`src/rtl/display_pkg.sv`:
```
// Types and constants shared between the stopwatch counter and the seven-segment display.
package display_pkg;

  localparam int unsigned DisplayWidth = 14;

  typedef logic [DisplayWidth-1:0] display_number_t;

  localparam display_number_t DISPLAY_MAX = display_number_t'(9999);

  typedef enum logic [1:0] {
    StIdle  = 2'd0,
    StRun   = 2'd1,
    StPause = 2'd2,
    StDone  = 2'd3
  } sw_state_e;

  // Saturating increment; the count must never wrap past the ceiling.
  function automatic display_number_t sat_inc(display_number_t n, display_number_t ceiling);
    return (n < ceiling) ? n + 1'b1 : ceiling;
  endfunction

endpackage

```
`src/rtl/button_debounce.sv`:
```
// Synchronises a raw push-button, filters bounces and emits a one-cycle press pulse.
module button_debounce #(
  parameter int unsigned DEBOUNCE_CYCLES = 1_000_000
) (
  input  logic clk,
  input  logic rst_n,
  input  logic btn_raw,
  output logic level,
  output logic press_pulse
);

  localparam int unsigned CntW = (DEBOUNCE_CYCLES > 1) ? $clog2(DEBOUNCE_CYCLES) : 1;
  localparam logic [CntW-1:0] CntLast = CntW'(DEBOUNCE_CYCLES - 1);

  logic [1:0]      sync_q;
  logic            sync;
  logic [CntW-1:0] cnt_q, cnt_d;
  logic            level_q, level_d;
  logic            level_prev_q;

  assign sync = sync_q[1];

  // The counter only runs while the synchronised level disagrees with the accepted one, so any
  // bounce back to the accepted level restarts the stability window.
  always_comb begin
    cnt_d   = cnt_q;
    level_d = level_q;
    if (sync == level_q) begin
      cnt_d = '0;
    end else if (cnt_q == CntLast) begin
      level_d = sync;
      cnt_d   = '0;
    end else begin
      cnt_d = cnt_q + 1'b1;
    end
  end

  always_ff @(posedge clk or negedge rst_n) begin
    if (!rst_n) begin
      sync_q       <= 2'b00;
      cnt_q        <= '0;
      level_q      <= 1'b0;
      level_prev_q <= 1'b0;
    end else begin
      sync_q       <= {sync_q[0], btn_raw};
      cnt_q        <= cnt_d;
      level_q      <= level_d;
      level_prev_q <= level_q;
    end
  end

  assign level       = level_q;
  assign press_pulse = level_q & ~level_prev_q;

endmodule

```
`src/rtl/stopwatch_counter.sv`:
```
// Centisecond stopwatch: debounced start/stop and clear buttons, tick prescaler and run FSM.
module stopwatch_counter
  import display_pkg::*;
#(
  parameter int unsigned CLK_HZ          = 100_000_000,
  parameter int unsigned TICK_HZ         = 100,
  parameter int unsigned DEBOUNCE_CYCLES = 1_000_000,
  parameter int unsigned MAX_COUNT       = 9999
) (
  input  logic        clk,
  input  logic        rst_n,
  input  logic        btn_start_stop,
  input  logic        btn_clear,
  output logic [13:0] number,
  output logic        running,
  output logic        overflow
);

  localparam int unsigned Div  = CLK_HZ / TICK_HZ;
  localparam int unsigned PreW = (Div > 1) ? $clog2(Div) : 1;
  localparam logic [PreW-1:0] PreLast = PreW'(Div - 1);
  localparam display_number_t MaxNum = display_number_t'(MAX_COUNT);

  logic ss_pulse, clr_pulse;
  logic ss_level, clr_level;
  logic unused_levels;

  assign unused_levels = ss_level ^ clr_level;

  button_debounce #(
    .DEBOUNCE_CYCLES(DEBOUNCE_CYCLES)
  ) u_ss_debounce (
    .clk        (clk),
    .rst_n      (rst_n),
    .btn_raw    (btn_start_stop),
    .level      (ss_level),
    .press_pulse(ss_pulse)
  );

  button_debounce #(
    .DEBOUNCE_CYCLES(DEBOUNCE_CYCLES)
  ) u_clr_debounce (
    .clk        (clk),
    .rst_n      (rst_n),
    .btn_raw    (btn_clear),
    .level      (clr_level),
    .press_pulse(clr_pulse)
  );

  sw_state_e       state_q, state_d;
  display_number_t number_q, number_d;
  logic [PreW-1:0] presc_q, presc_d;
  logic            tick;

  assign tick = (state_q == StRun) && (presc_q == PreLast);

  always_comb begin
    state_d  = state_q;
    number_d = number_q;
    presc_d  = presc_q;
    if (clr_pulse) begin
      state_d  = StIdle;
      number_d = '0;
      presc_d  = '0;
    end else begin
      unique case (state_q)
        StIdle: begin
          if (ss_pulse) state_d = StRun;
        end
        StRun: begin
          presc_d = tick ? '0 : presc_q + 1'b1;
          if (ss_pulse) state_d = StPause;
          // A saturating tick overrides a simultaneous pause request.
          if (tick) begin
            if (number_q < MaxNum) begin
              number_d = sat_inc(number_q, MaxNum);
            end else begin
              state_d = StDone;
            end
          end
        end
        StPause: begin
          if (ss_pulse) state_d = StRun;
        end
        StDone: begin
          state_d = StDone;
        end
        default: begin
          state_d = StIdle;
        end
      endcase
    end
  end

  always_ff @(posedge clk or negedge rst_n) begin
    if (!rst_n) begin
      state_q  <= StIdle;
      number_q <= '0;
      presc_q  <= '0;
    end else begin
      state_q  <= state_d;
      number_q <= number_d;
      presc_q  <= presc_d;
    end
  end

  assign number   = number_q;
  assign running  = (state_q == StRun);
  assign overflow = (state_q == StDone);

endmodule

```
`config.mk`:
```
export PLATFORM = sky130hd
export DESIGN_NAME = stopwatch_counter
export DESIGN_NICKNAME = d
export VERILOG_FILES = /design/src/rtl/display_pkg.sv /design/src/rtl/button_debounce.sv /design/src/rtl/stopwatch_counter.sv
export SDC_FILE = /design/constraint.sdc
export NUM_CORES = 1
export LEC_CHECK = 0
export ABC_AREA = 1
export CELL_PAD_IN_SITES_DETAIL_PLACEMENT = 0
export CELL_PAD_IN_SITES_GLOBAL_PLACEMENT = 2
export CORE_MARGIN = 2
export CORE_UTILIZATION = 38
export CTS_CLUSTER_DIAMETER = 50
export DETAILED_ROUTE_END_ITERATION = 6
export PLACE_DENSITY_LB_ADDON = 0.05
export SYNTH_ARGS = -nofsm -noshare
export SYNTH_HDL_FRONTEND = slang
export SYNTH_SLANG_ARGS = --single-unit
```
`constraint.sdc`:
```
create_clock -name clk -period 3.83 [get_ports clk]
set_clock_uncertainty 0.1 [all_clocks]
set_input_delay 0.9575 -clock clk [delete_from_list [all_inputs] [get_ports clk]]
set_output_delay 0.9575 -clock clk [all_outputs]
set_load 0.02 [all_outputs]
```
==> results.py <==
metrics = {
    "run_status": {
        "run_status": "completed",
    },
    "clock_tree": {
        "cts_hold_buf": 0,
        "cts_max_level": 3,
        "cts_max_path_buffers": 2,
        "clk_pin_slew_ns": 0.06,
        "cts_tree": "done",
        "cts_setup_buffers": 0,
        "cts_root_buf": "clkbuf_16",
        "cts_resized": 0,
        "clk-insertion-delay-late_ns": 0.34,
        "cts_sinks": 84,
        "cts_buffers": 9,
    },
    "placed_design": {
        "port_buffers": 19,
        "routabilityCongestion": 0.798,
        "dp.cells": 833,
        "place_hpwl_microns": 7840,
    },
    "setup_path": {
        "r2r_slack_ns": 1.70,
        "cp.arrival_ns": 1.59,
        "critPathCapture": "running",
        "reg2reg_from": "u_clr_debounce.cnt_q[0]",
        "cp_max_fo": 5,
        "start_kind": "flip-flop",
        "cp-end-kind": "primary output",
        "regToRegEndpoint": "u_clr_debounce.cnt_q[17]",
        "crit_start": "state_q[1]",
        "critical_path_class": "flip-flop to primary output",
        "cp.required_ns": 2.77,
        "r2r_cells": 8,
    },
    "synth": {
        "yosys-top-cells-area": "dfrtp_1, nand2_1, nor2_1",
        "synth_top_area_share_pct": 44.1,
        "ys_async_sr_fraction_pct": 100,
        "synth_nets": 658,
        "syn_area_sq_mm": 0.00477,
        "yosysSeqAreaShare_pct": 44.1,
        "synth-edff-count": 0,
        "yosys.area.top_type": "dfrtp_1",
        "synthFlopType": "dfrtp_1",
        "synth_cell_type_count": 32,
        "synth_seq_cells": 84,
        "synthCells": 650,
        "synth_area_per_cell_sq_um": 7.34,
        "ys_warn_count": 0,
    },
    "sta": {
        "finalSetupViolations": 0,
        "worst_pin_slew_ns": 0.716,
        "slew_headroom_pct": 52.2,
        "layout_min_cycle_time_ns": 2.65,
        "fmax_mhz": 377,
        "fin_setup_tns_ns": 0,
        "rsz0062_at_grt": "no",
        "finalMaxSlewViolations": 0,
        "finalCritPeriodShare_pct": 69.3,
        "hold_viol_final": 0,
    },
    "floorplanning": {
        "initial_core_util_pct": 39.4,
        "die_x_microns": 116,
        "core_sq_mm": 0.0121,
        "ios": 20,
        "die_h_microns": 116,
        "die_area_sq_mm": 0.0135,
        "rows": 40,
    },
    "power_and_ir_drop": {
        "max-vdd-ir-drop_mv": 0.191,
        "p_per_area_mw_per_mm2": 324,
        "cellLeakagePower_nw": 2.41,
        "p_total_w": 0.00175,
    },
    "global_routing": {
        "grt_max_degree": 53,
        "globalRouteOverflowTotal": 0,
        "grt_pass1_vias": 3791,
        "antenna_found_initial": 0,
        "grt_pass1_wl_microns": 18200,
        "grt.total_usage_pct": 17.4,
    },
    "routing": {
        "dr.pass1.iters": 4,
        "wirelength_microns": 10800,
        "viasPerCell": 4.70,
        "vias": 3989,
        "ant_nets": 0,
        "wire_per_inst_microns": 12.7,
        "drt_iter0_markers": 216,
        "drc": 0,
    },
    "final_layout": {
        "diodes": 0,
        "drive_gt1_share_pct": 6.61,
        "fillCellCount": 1279,
        "final_cells": 849,
        "fin_nets": 684,
        "synthToLayoutAreaGrowth_pct": 13.3,
    },
    "run": {
        "cap_viol_max_count": 0,
    },
    "worst_hold_path": {
        "hold_path.class": "flip-flop to flip-flop",
    },
}
==> worst min path at each step <==
stage / depth (start not counted) / slack (ns) / startpoint / endpoint
finish: 0 / 0.26 / u_ss_debounce.sync_q[0] / u_ss_debounce.sync_q[1]
global route: 0 / 0.27 / u_ss_debounce.sync_q[0] / u_ss_debounce.sync_q[1]
CTS: 0 / 0.26 / u_ss_debounce.sync_q[0] / u_ss_debounce.sync_q[1]
detailed placement: 0 / 0.25 / u_ss_debounce.sync_q[0] / u_ss_debounce.sync_q[1]
global placement: 0 / 0.24 / u_ss_debounce.sync_q[0] / u_ss_debounce.sync_q[1]
floorplan: 0 / 0.23 / u_clr_debounce.sync_q[0] / u_clr_debounce.sync_q[1]
==> kinds of logic after synthesis <==
group / count (synthesis) / synth area share, %
AND/OR/NAND/NOR: 407 / 37.1
flip-flops: 84 / 44.1
buffers and inverters: 83 / 7.05
AO/OA/AOI/OAI: 44 / 5.59
XOR/XNOR: 28 / 5.14
adder cells (fa/ha/maj): 4 / 1.05
==> layout make-up <==
type | instances | area [sq um] | area share (%)
Clock buffer | 11 | 243 | 4.49
Clock inverter | 5 | 27.5 | 0.509
Inverter | 77 | 289 | 5.35
Multi-Input combinational cell | 483 | 2330 | 43.1
Sequential cell | 84 | 2100 | 38.9
Tap cell | 168 | 210 | 3.89
Timing Repair Buffer | 21 | 203 | 3.75
==> per-stage QoR <==
step,hold slack [ns],setup slack [ns],util [%],cell area [sq um]
after detailed placement,0.246,1.53,42.4,5140
final,0.258,1.18,44.6,5410
after floorplan,0.231,2.15,-,4770
after global routing,0.274,1.10,44.6,5410
after CTS,0.259,1.16,44.6,5410
after global placement,0.240,1.55,42.4,5140
==> synthesized netlist by cell type, types with 3 or more instances <==
cell type and n:
nor3b_1 7, a21oi_1 7, dfrtp_1 84, inv_1 74
nand3_1 49, nand3b_1 4, o21ai_2 7, or2_2 3
buf_6 3, inv_2 3, xnor2_1 6, ha_1 4
nand2_1 170, nand4_1 15, xor2_1 22, o21ai_0 21
nor2_1 123, nand2_2 6, nor3_1 18, o21bai_1 6
==> report_power, final <==
group	leakage, nW	switching, W	total (W)	internal (W)
Sequential	1.16	0.00000467	0.000899	0.000895
Combinational	1.12	0.0000327	0.0000434	0.0000107
Clock	0.135	0.000354	0.000806	0.000453
Total	2.41	0.000391	0.00175	0.00136
==> flip-flops by register name (all words and copies together) (netlist names) <==
name                         count
u_ss_debounce.level              1
u_clr_debounce.sync_q            2
u_clr_debounce.level             1
u_ss_debounce.level_prev_q       1
u_ss_debounce.sync_q             2
u_clr_debounce.cnt_q            20
u_ss_debounce.cnt_q             20
u_clr_debounce.level_prev_q      1
state_q                          2
presc_q                         20
number                          14
==> critical path: stages (launching register included) <==
cell and delay (ns):
dfrtp_1 0.43, nor2_4 0.19, clkdlybuf4s50_1 0.63
==> per-layer routing <==
layer / wire length (microns) / GRT usage (%) / vias up
met3: 284 / 2.72 / 13
met2: 4790 / 27.4 / 53
met1: 5500 / 24.0 / 1815
li1: - / - / 2108
met4: 194 / 6.98 / 0
met5: 0 / 0 / -
==> layout by cell type, fill, tap and decap left out, types with 3 or more instances in the layout <==
cell type | synthesis | routed
a21oi_1 | 7 | 7
buf_4 | 0 | 3
clkbuf_16 | 0 | 9
clkdlybuf4s50_1 | 0 | 18
clkinv_2 | 0 | 4
dfrtp_1 | 84 | 84
ha_1 | 4 | 4
inv_1 | 74 | 74
inv_2 | 3 | 3
nand2_1 | 170 | 170
nand2_2 | 6 | 6
nand3_1 | 49 | 49
nand3b_1 | 4 | 4
nand4_1 | 15 | 15
nor2_1 | 123 | 123
nor3_1 | 18 | 18
nor3b_1 | 7 | 7
o21ai_0 | 21 | 21
o21ai_2 | 7 | 7
o21bai_1 | 6 | 6
or2_2 | 3 | 3
xnor2_1 | 6 | 6
xor2_1 | 22 | 22
(Power assumes the default switching activity.)
